$ cat src/rtl/timing_menu_controller.sv
// timing_menu_controller
//   Button-driven menu for editing the three traffic-light timing values.
//   Four raw buttons are synchronized, debounced and edge-detected. A
//   three-state FSM (IDLE / BROWSE / EDIT) then lets the user pick an item,
//   edit a shadow copy, and commit it to the timing outputs.
//
// Ports
//   clk             in   system clock, rising edge
//   rst             in   synchronous active-high reset
//   btn_c/u/d/l     in   raw asynchronous buttons (enter, up, down, back)
//   green_duration  out  committed green time in seconds   (5..99)
//   yellow_duration out  committed yellow time in seconds  (1..9)
//   red_holding     out  committed red hold time in seconds (1..9)
//   menu_active     out  high in BROWSE or EDIT
//   edit_active     out  high in EDIT
//   menu_item       out  selected item: 0=green, 1=yellow, 2=red
//   display_value   out  shadow in EDIT, committed value in BROWSE, 0 in IDLE
//   config_updated  out  one-cycle pulse when a value is committed
module timing_menu_controller #(
    parameter int unsigned DEBOUNCE_CYCLES = 1_000_000,
    parameter int unsigned TIMEOUT_CYCLES  = 1_000_000_000
) (
    input  logic       clk,
    input  logic       rst,
    input  logic       btn_c,
    input  logic       btn_u,
    input  logic       btn_d,
    input  logic       btn_l,
    output logic [7:0] green_duration,
    output logic [7:0] yellow_duration,
    output logic [7:0] red_holding,
    output logic       menu_active,
    output logic       edit_active,
    output logic [1:0] menu_item,
    output logic [7:0] display_value,
    output logic       config_updated
);

    localparam int DB_W = (DEBOUNCE_CYCLES > 2) ? $clog2(DEBOUNCE_CYCLES) : 1;
    localparam int TO_W = (TIMEOUT_CYCLES > 2) ? $clog2(TIMEOUT_CYCLES) : 1;

    typedef enum logic [1:0] {IDLE, BROWSE, EDIT} state_t;

    // Button index: 0=c, 1=u, 2=d, 3=l
    logic [3:0]      raw;
    logic [3:0]      sync1, sync2, level, level_d;
    logic [DB_W-1:0] db_cnt [4];
    logic [3:0]      press;

    assign raw   = {btn_l, btn_d, btn_u, btn_c};
    assign press = level & ~level_d;

    // Synchronizer and debouncer: the count tracks consecutive cycles in
    // which the synchronized level disagrees with the accepted level.
    always_ff @(posedge clk) begin
        if (rst) begin
            sync1   <= '0;
            sync2   <= '0;
            level   <= '0;
            level_d <= '0;
            for (int i = 0; i < 4; i++) db_cnt[i] <= '0;
        end else begin
            sync1   <= raw;
            sync2   <= sync1;
            level_d <= level;
            for (int i = 0; i < 4; i++) begin
                if (sync2[i] != level[i]) begin
                    if (db_cnt[i] == DB_W'(DEBOUNCE_CYCLES - 1)) begin
                        level[i]  <= sync2[i];
                        db_cnt[i] <= '0;
                    end else begin
                        db_cnt[i] <= db_cnt[i] + 1'b1;
                    end
                end else begin
                    db_cnt[i] <= '0;
                end
            end
        end
    end

    function automatic logic [7:0] lim_min(input logic [1:0] item);
        return (item == 2'd0) ? 8'd5 : 8'd1;
    endfunction

    function automatic logic [7:0] lim_max(input logic [1:0] item);
        return (item == 2'd0) ? 8'd99 : 8'd9;
    endfunction

    function automatic logic [7:0] sat_inc(input logic [7:0] v, input logic [1:0] item);
        return (v >= lim_max(item)) ? lim_max(item) : v + 8'd1;
    endfunction

    function automatic logic [7:0] sat_dec(input logic [7:0] v, input logic [1:0] item);
        return (v <= lim_min(item)) ? lim_min(item) : v - 8'd1;
    endfunction

    function automatic logic [7:0] pick(input logic [1:0] item, input logic [7:0] g,
                                        input logic [7:0] y, input logic [7:0] r);
        case (item)
            2'd0:    return g;
            2'd1:    return y;
            default: return r;
        endcase
    endfunction

    state_t          state, state_n;
    logic [1:0]      item_n;
    logic [7:0]      shadow, shadow_n;
    logic [7:0]      green_n, yellow_n, red_n, display_n;
    logic            cfg_n;
    logic [TO_W-1:0] tcnt, tcnt_n;
    logic            ev_l, ev_c, ev_u, ev_d;

    // Fixed priority: back > enter > up > down; losers are dropped.
    assign ev_l = press[3];
    assign ev_c = press[0] & ~press[3];
    assign ev_u = press[1] & ~press[3] & ~press[0];
    assign ev_d = press[2] & ~press[3] & ~press[0] & ~press[1];

    always_comb begin
        state_n  = state;
        item_n   = menu_item;
        shadow_n = shadow;
        green_n  = green_duration;
        yellow_n = yellow_duration;
        red_n    = red_holding;
        cfg_n    = 1'b0;
        tcnt_n   = tcnt + 1'b1;

        case (state)
            IDLE: begin
                tcnt_n = '0;
                if (ev_c) begin
                    state_n = BROWSE;
                    item_n  = 2'd0;
                end
            end
            BROWSE: begin
                if (ev_l) begin
                    state_n = IDLE;
                end else if (ev_c) begin
                    state_n  = EDIT;
                    shadow_n = pick(menu_item, green_duration, yellow_duration, red_holding);
                end else if (ev_u) begin
                    item_n = (menu_item == 2'd0) ? 2'd2 : menu_item - 2'd1;
                end else if (ev_d) begin
                    item_n = (menu_item == 2'd2) ? 2'd0 : menu_item + 2'd1;
                end
            end
            EDIT: begin
                if (ev_l) begin
                    state_n  = BROWSE;
                    shadow_n = 8'd0;
                end else if (ev_c) begin
                    state_n = BROWSE;
                    cfg_n   = 1'b1;
                    case (menu_item)
                        2'd0:    green_n  = shadow;
                        2'd1:    yellow_n = shadow;
                        default: red_n    = shadow;
                    endcase
                end else if (ev_u) begin
                    shadow_n = sat_inc(shadow, menu_item);
                end else if (ev_d) begin
                    shadow_n = sat_dec(shadow, menu_item);
                end
            end
            default: state_n = IDLE;
        endcase

        // Inactivity exit; any event in the same cycle takes precedence.
        if (state == BROWSE || state == EDIT) begin
            if (|press) begin
                tcnt_n = '0;
            end else if (tcnt == TO_W'(TIMEOUT_CYCLES - 1)) begin
                state_n  = IDLE;
                shadow_n = 8'd0;
                tcnt_n   = '0;
            end
        end

        case (state_n)
            EDIT:    display_n = shadow_n;
            BROWSE:  display_n = pick(item_n, green_n, yellow_n, red_n);
            default: display_n = 8'd0;
        endcase
    end

    always_ff @(posedge clk) begin
        if (rst) begin
            state           <= IDLE;
            menu_item       <= 2'd0;
            shadow          <= 8'd0;
            green_duration  <= 8'd10;
            yellow_duration <= 8'd3;
            red_holding     <= 8'd2;
            display_value   <= 8'd0;
            menu_active     <= 1'b0;
            edit_active     <= 1'b0;
            config_updated  <= 1'b0;
            tcnt            <= '0;
        end else begin
            state           <= state_n;
            menu_item       <= item_n;
            shadow          <= shadow_n;
            green_duration  <= green_n;
            yellow_duration <= yellow_n;
            red_holding     <= red_n;
            display_value   <= display_n;
            menu_active     <= (state_n != IDLE);
            edit_active     <= (state_n == EDIT);
            config_updated  <= cfg_n;
            tcnt            <= tcnt_n;
        end
    end

endmodule
$ cat config.mk
export PLATFORM = sky130hd
export DESIGN_NAME = timing_menu_controller
export DESIGN_NICKNAME = d
export VERILOG_FILES = /design/src/rtl/timing_menu_controller.sv
export SDC_FILE = /design/constraint.sdc
export NUM_CORES = 1
export LEC_CHECK = 0
export CAP_MARGIN = 20
export CORE_MARGIN = 1.5
export CORE_UTILIZATION = 63
export DETAILED_ROUTE_END_ITERATION = 8
export HOLD_SLACK_MARGIN = 0.08
export PLACE_DENSITY_LB_ADDON = 0.15
export SETUP_SLACK_MARGIN = 0.1
export SLEW_MARGIN = 20
export SYNTH_ARGS = -nofsm -noshare
export SYNTH_HDL_FRONTEND = slang
export SYNTH_SLANG_ARGS = --single-unit
$ cat constraint.sdc
create_clock -name clk -period 5.7 [get_ports clk]
set_clock_uncertainty 0.1 [all_clocks]
set_input_delay 0.855 -clock clk [delete_from_list [all_inputs] [get_ports clk]]
set_output_delay 0.855 -clock clk [all_outputs]
set_load 0.005 [all_outputs]
Word level (Yosys, flattened, before mapping)
Memories as Yosys holds them, arrays and structs flattened. Index checks and enable logic that the tools add are counted.

Bits in writable memories: 80. Memories kept: 1. Latch bits: 0. Flip-flop bits (word level): 93. ROM bits: 0. Word-level logic and storage cells: 190. Input port bits: 6.

Add/subtract/negate cells: 9. Mux-type cells: 108. Equality and inequality tests: 16. Reductions and logical operators: 12. Order comparisons: 2. Div/mod/pow operators: 0. Multiply operators: 0. Shift operators: 0. Bitwise operators: 24.

Memory list: db_cnt (words 4, bits a word 20, rd ports 4, clocked after Yosys merged registers in 0, write ports 4, RTL line 47) `logic [DB_W-1:0] db_cnt [4];`.

Operators with widths (count): $mux 20 (12); $mux 8 (23); $mux 30 (4); $add 20x1->20 const B (4); $eq 20x20->1 const B (4); $pmux 8 s2 (4); $mux 1 (47); $add 30x1->30 const B (1); $eq 30x30->1 const B (1); $mux 2 (14); $or 1x1->1 (12); $add 8x1->8 const B (1); $eq 2x1->1 const B (4); $ge 8x8->1 (1); $le 8x8->1 (1); $reduce_and 2->1 (4); $sub 8x1->8 const B (1); $mux 7 (1); $and 1x1->1 (6); $eq 2x2->1 const B (3); $logic_not 2->1 (3); $pmux 2 s3 (1); $and 4x4->4 (1); $ne 1x1->1 (4); 11 further kinds (14).

Longest topological paths before layout
Depth after elaboration: 15. Mapped depth: 17.

Worst setup path after synthesis
Ideal clock, no wire load.

Path type: register to register. From: register tcnt[13]. To: register display_value[4]. Buffers on the path: 1. Period minus slack after synthesis: 3088 ps. Required time: 5521 ps. Stages on the path, launching flop included: 15. Arrival time: 2909 ps. Setup slack: 2612 ps. Library setup time: 79 ps. Path through: dfxtp_1 or4b_1 nor4_1 nand4_1 nor4_1 nor2_1 nand3_1 ha_1 nand2_1 nor2_1 and3_1 clkbuf_1 o31a_1 a21oi_1 o211ai_1.

Word-level cells in the longest chain between the ends: 6. Elaborated cells between the ends (all ways): 10. Those cells by class: eq/ne: 3; mux: 7.

RTL lines: from (decl) (RTL line 111) `logic [TO_W-1:0] tcnt, tcnt_n;`; from (signal assigned) (RTL line 213) `tcnt <= tcnt_n;`; $eq 30x30->1 * (RTL line 175) `end else if (tcnt == TO_W'(TIMEOUT_CYCLES - 1)) begin`; $mux 2 (RTL line 175); $mux 2 (RTL line 173) `if (|press) begin`; $mux 2 (RTL line 172) `if (state == BROWSE || state == EDIT) begin`; $eq 2x1->1 / $eq 2x2->1 (equally long branches) (RTL line 182) `case (state_n)`; $pmux 8 s2 * (RTL line 182); to (signal assigned) (RTL line 209) `display_value <= display_n;`; to (decl) (RTL line 35) `output logic [7:0] display_value,`.

Every way passes the cells marked *; elsewhere a longest branch is shown, timed or not. A chain may end at the register's enable or synchronous reset.

Worst setup path in the final report
From: register tcnt[2]. To: register display_value[6].

Same word-level chain as after synthesis.

==> results.txt <==
The run finished with clean final reports. The routed design has 20.7 mm of wire. The synthesis-stage register bit count came out at 173. The via count of the routed design is 7687.

The number of synthesized flops with an enable pin came out at 80. The initial antenna violation count came out at 0. The total overflow left after global routing is 0. The total inserted antenna cells came out at 0.

The category of the worst setup path launch point is a register. The worst hold margin came out at 0.338 ns. The total number of clock tree sinks is 173.

Once detail routing completed, the nets flagged for antenna violations numbered 0. The overall power consumption came out at 2.55 mW. The final layout contains 1158 nets. The largest single stage delay on the critical path is 0.61 ns. Measured along the y axis, the die boundary spans 124 µm. The number of fillers in the final layout came out at 1074. The floorplan row count came out at 44. Entering global routing, the biggest net connects 55 pins. In this run the cell area of the synthesized design comes to 0.00926 mm². By area, the combinational part of the netlist is dominated by simple AND/OR/NAND/NOR gates. The initial utilization of the core area, before any placement, comes to 64.2%.

The die covers 0.0154 mm². CTS placed an instance of clkbuf_16 at the clock tree root. TritonCTS built the clock tree. The worst setup path is of the register to register kind. Walking the worst path, the cells encountered are and4_1 -> and4_1 -> nand4_1 -> nor4_1 -> nor2_1 -> nand3_1 -> ha_1 -> nand2_1 -> nor2_1 -> and3_1 -> o21a_1 -> o221ai_1 -> o211ai_1. The leakage power of the design came out at 3.76 nW. The wire length of the first global-routing pass is 34.6 mm. The fraction of the mapped netlist area in simple logic gates came out at 26.4%. The number of cells produced by synthesis came out at 1030. The worst-case hold path end point is sync2[2]. The number of distinct standard cells referenced by the synthesized netlist is 67. The source of the worst register-to-register timing path is tcnt[2]. In the layout the commonest cells are nor2_1, nand2_1, dfxtp_1. During synthesis, Yosys emitted a total of 0 warnings. The core region is 0.0144 mm². The clock period could shrink to 3.68 ns.

The peak supply drop came out at 0.187 mV. The final instance count without filler cells is 1324. The endpoint identified for the worst register-to-register timing path is display_value[6]. Leaving out fill and tap cells, the most frequent cell in the layout is nor2_1. Among all stages on the critical path, the largest delay is contributed by nor4_1. The worst hold path depth is 1. The tightest min-delay check is of the register to register type. The worst reg-to-reg path cell count is 13. The vias per cell came out at 5.81. The highest metal layer used by the detailed router is met4. The first-iteration detailed-routing DRC count came out at 792. The power density of the placed cells came out at 240 mW/mm². The slew at the pin with the worst max-slew slack is 1.00 ns.

The cell family contributing the most delay on the critical path is simple AND/OR/NAND/NOR gates. The final hold violation count came out at 0. The sum of negative setup slack is 0 ns. The via count of the first global-routing pass came out at 7243. The area share of fa/ha/maj cells after synthesis came out at 3.38%. For this run, the leading register cell type out of synthesis is dfxtp_1. The total met3 wirelength after detailed routing is 1.62 mm. The reg2reg setup slack is 2.02 ns.

After clock tree synthesis, the clock-pin slew on the worst setup and hold paths is 0.07 ns. The post-route met1 wirelength came out at 9.21 mm. In this run the post-CTS setup repair buffer count came out at 0. Summing the sequential cell areas from Yosys gives 46.0% of the chip area. The storage element area is 0.00426 mm². The first detailed-routing pass ran for 5 iterations. In the finished design, the share of the clock period the worst path needs comes to 64.6%. The hold buffer count at CTS came out at 0. The die is 124 µm wide. Post-CTS repair changed the size of 0 cells. The post-synthesis async set-or-reset flop share is 0%.

The xor and xnor fraction of the mapped netlist area came out at 9.65%. In this run the most critical hold path is launched from sync1[2]. The residual DRC count came out at 0. The fraction of final layout cells with drive strength greater than 1 came out at 3.33%.

The worst setup path is captured at a register. 43 I/O pins were placed. The worst-skew pair later-pin latency is 0.43 ns. The final-report max-slew violation count is 0. The sum of net half-perimeters after detailed placement is 14.3 mm. Data on the critical path arrives at its endpoint at 3.94 ns. The portion of synthesized area spent on multiplexers is 0.973%.

Together, buffers and inverters on the worst path number 0. Clock tree synthesis inserted a total of 17 buffers. The number of placed instances, taps included, is 1292. Setup repair after global routing left no endpoint under its margin. The mean routed wirelength per cell is 15.6 µm.

The worst relative slew slack is 33.2%. The congestion estimate from routability-driven global placement came to 0.941. The layout overhead on the synthesized area is 14.7%. The area of combinational cells with multiple inputs came out at 0.00502 mm². The mean instance size in the synthesized netlist came out at 8.99 µm². The count of endpoints failing setup in the final report came out at 0. The count of buffers added on input and output ports is 42. The met2 layer wire length in the routed design is 9.45 mm. The worst-path maximum fanout is 11.

Summing the areas of all compound-gate instances in the mapped netlist gives 10.5% of the synthesized area. The number of max-capacitance violations reported came out at 0. No sink is reached through more buffers than the 2 on the longest clock path. The data required time of the worst path came out at 5.95 ns. The global routing usage summed across all routing layers came out at 27.3%.

The peak clock frequency supported by timing came out at 0.271 GHz. The number of levels the H-tree was split into is 4.
## cell families (layout without fill, tap and decap cells)
| kind of cell | count (synthesis) | count (layout) |
|---|---|---|
| compound gates | 145 | 145 |
| xor+xnor | 102 | 102 |
| fa+ha+maj | 25 | 25 |
| buf+inv | 71 | 102 |
| flops | 173 | 173 |
| mux | 9 | 9 |
| other cells | 1 | 80 |
| simple gates | 504 | 504 |
## synth_stat cells (5+ instances only)
| library cell | count | area (µm²) |
|---|---|---|
| a22o_1 | 7 | 61.3 |
| or3_1 | 15 | 93.8 |
| mux2i_1 | 9 | 90.1 |
| a211oi_1 | 5 | 37.5 |
| dfxtp_1 | 93 | 1860 |
| clkbuf_1 | 37 | 139 |
| xor2_1 | 61 | 534 |
| nand2b_1 | 10 | 62.6 |
| a21oi_1 | 51 | 255 |
| a211o_1 | 6 | 52.6 |
| nand3_1 | 59 | 295 |
| nand2_1 | 112 | 420 |
| o2111ai_1 | 6 | 52.6 |
| ha_1 | 25 | 313 |
| nor3_1 | 15 | 75.1 |
| and4_1 | 11 | 96.3 |
| buf_2 | 5 | 25.0 |
| o21ai_0 | 18 | 90.1 |
| nor4b_1 | 5 | 43.8 |
| nor4_1 | 12 | 75.1 |
| and3_1 | 20 | 125 |
| o221ai_1 | 6 | 52.6 |
| edfxtp_1 | 80 | 2400 |
| nor2_1 | 168 | 631 |
| nand4_1 | 23 | 144 |
| nor2b_1 | 23 | 144 |
| inv_1 | 26 | 97.6 |
| and2_1 | 7 | 43.8 |
| o211ai_1 | 6 | 45.0 |
| xnor2_1 | 41 | 359 |
## state kept, by name (all words and copies together) (netlist names)
signal           count
db_cnt              80
tcnt                30
display_value        8
green_duration       8
red_holding          8
shadow               8
yellow_duration      8
level                4
level_d              4
sync1                4
sync2                4
menu_item            2
state                2
config_updated       1
edit_active          1
menu_active          1
## power breakdown
group | internal [mW] | switching (mW)
logic | 0.0231 | 0.0353
clock network | 0.644 | 0.494
registers | 1.32 | 0.0255
## worst reg2reg max path: cells and delay by family (launching register included)
family | cells | cell delay (ns)
simple gates | 9 | 2.47
compound gates | 3 | 0.44
flops | 1 | 0.42
fa+ha+maj | 1 | 0.18
## layer usage
metal	vias to the layer above	global-route usage [%]
met3	45	6.68
met5	-	0
met1	3559	37.3
li1	3766	-
met4	0	9.67
met2	317	42.6
## worst max-delay path by stage
stage                             endpoint  startpoint  slack [ns]  cells past startpoint
after floorplan           display_value[4]    tcnt[13]        2.61                     14
after global placement    display_value[4]    state[0]        2.21                     13
after detailed placement  display_value[3]    state[0]        2.10                     13
after CTS                 display_value[3]     tcnt[2]        2.03                     13
after global routing      display_value[4]     tcnt[2]        1.63                     13
final                     display_value[6]     tcnt[2]        2.02                     13
## per-stage QoR
stage | cell area (µm²) | worst slack (ns) | util (%)
after detailed placement | 10000 | 2.10 | 69.6
final | 10600 | 2.02 | 73.7
after global routing | 10600 | 1.63 | 73.7
after global placement | 10000 | 2.21 | 69.6
after CTS | 10600 | 2.03 | 73.7
after floorplan | 9560 | 2.61 | -
## layout make-up
type | count | share of cell area (%)
Inverter | 26 | 0.919
Clock inverter | 11 | 1.02
Multi-Input combinational cell | 865 | 47.3
Timing Repair Buffer | 44 | 4.05
Sequential cell | 173 | 40.1
Clock buffer | 21 | 4.44
Tap cell | 184 | 2.17
(Power assumes the default switching activity.)
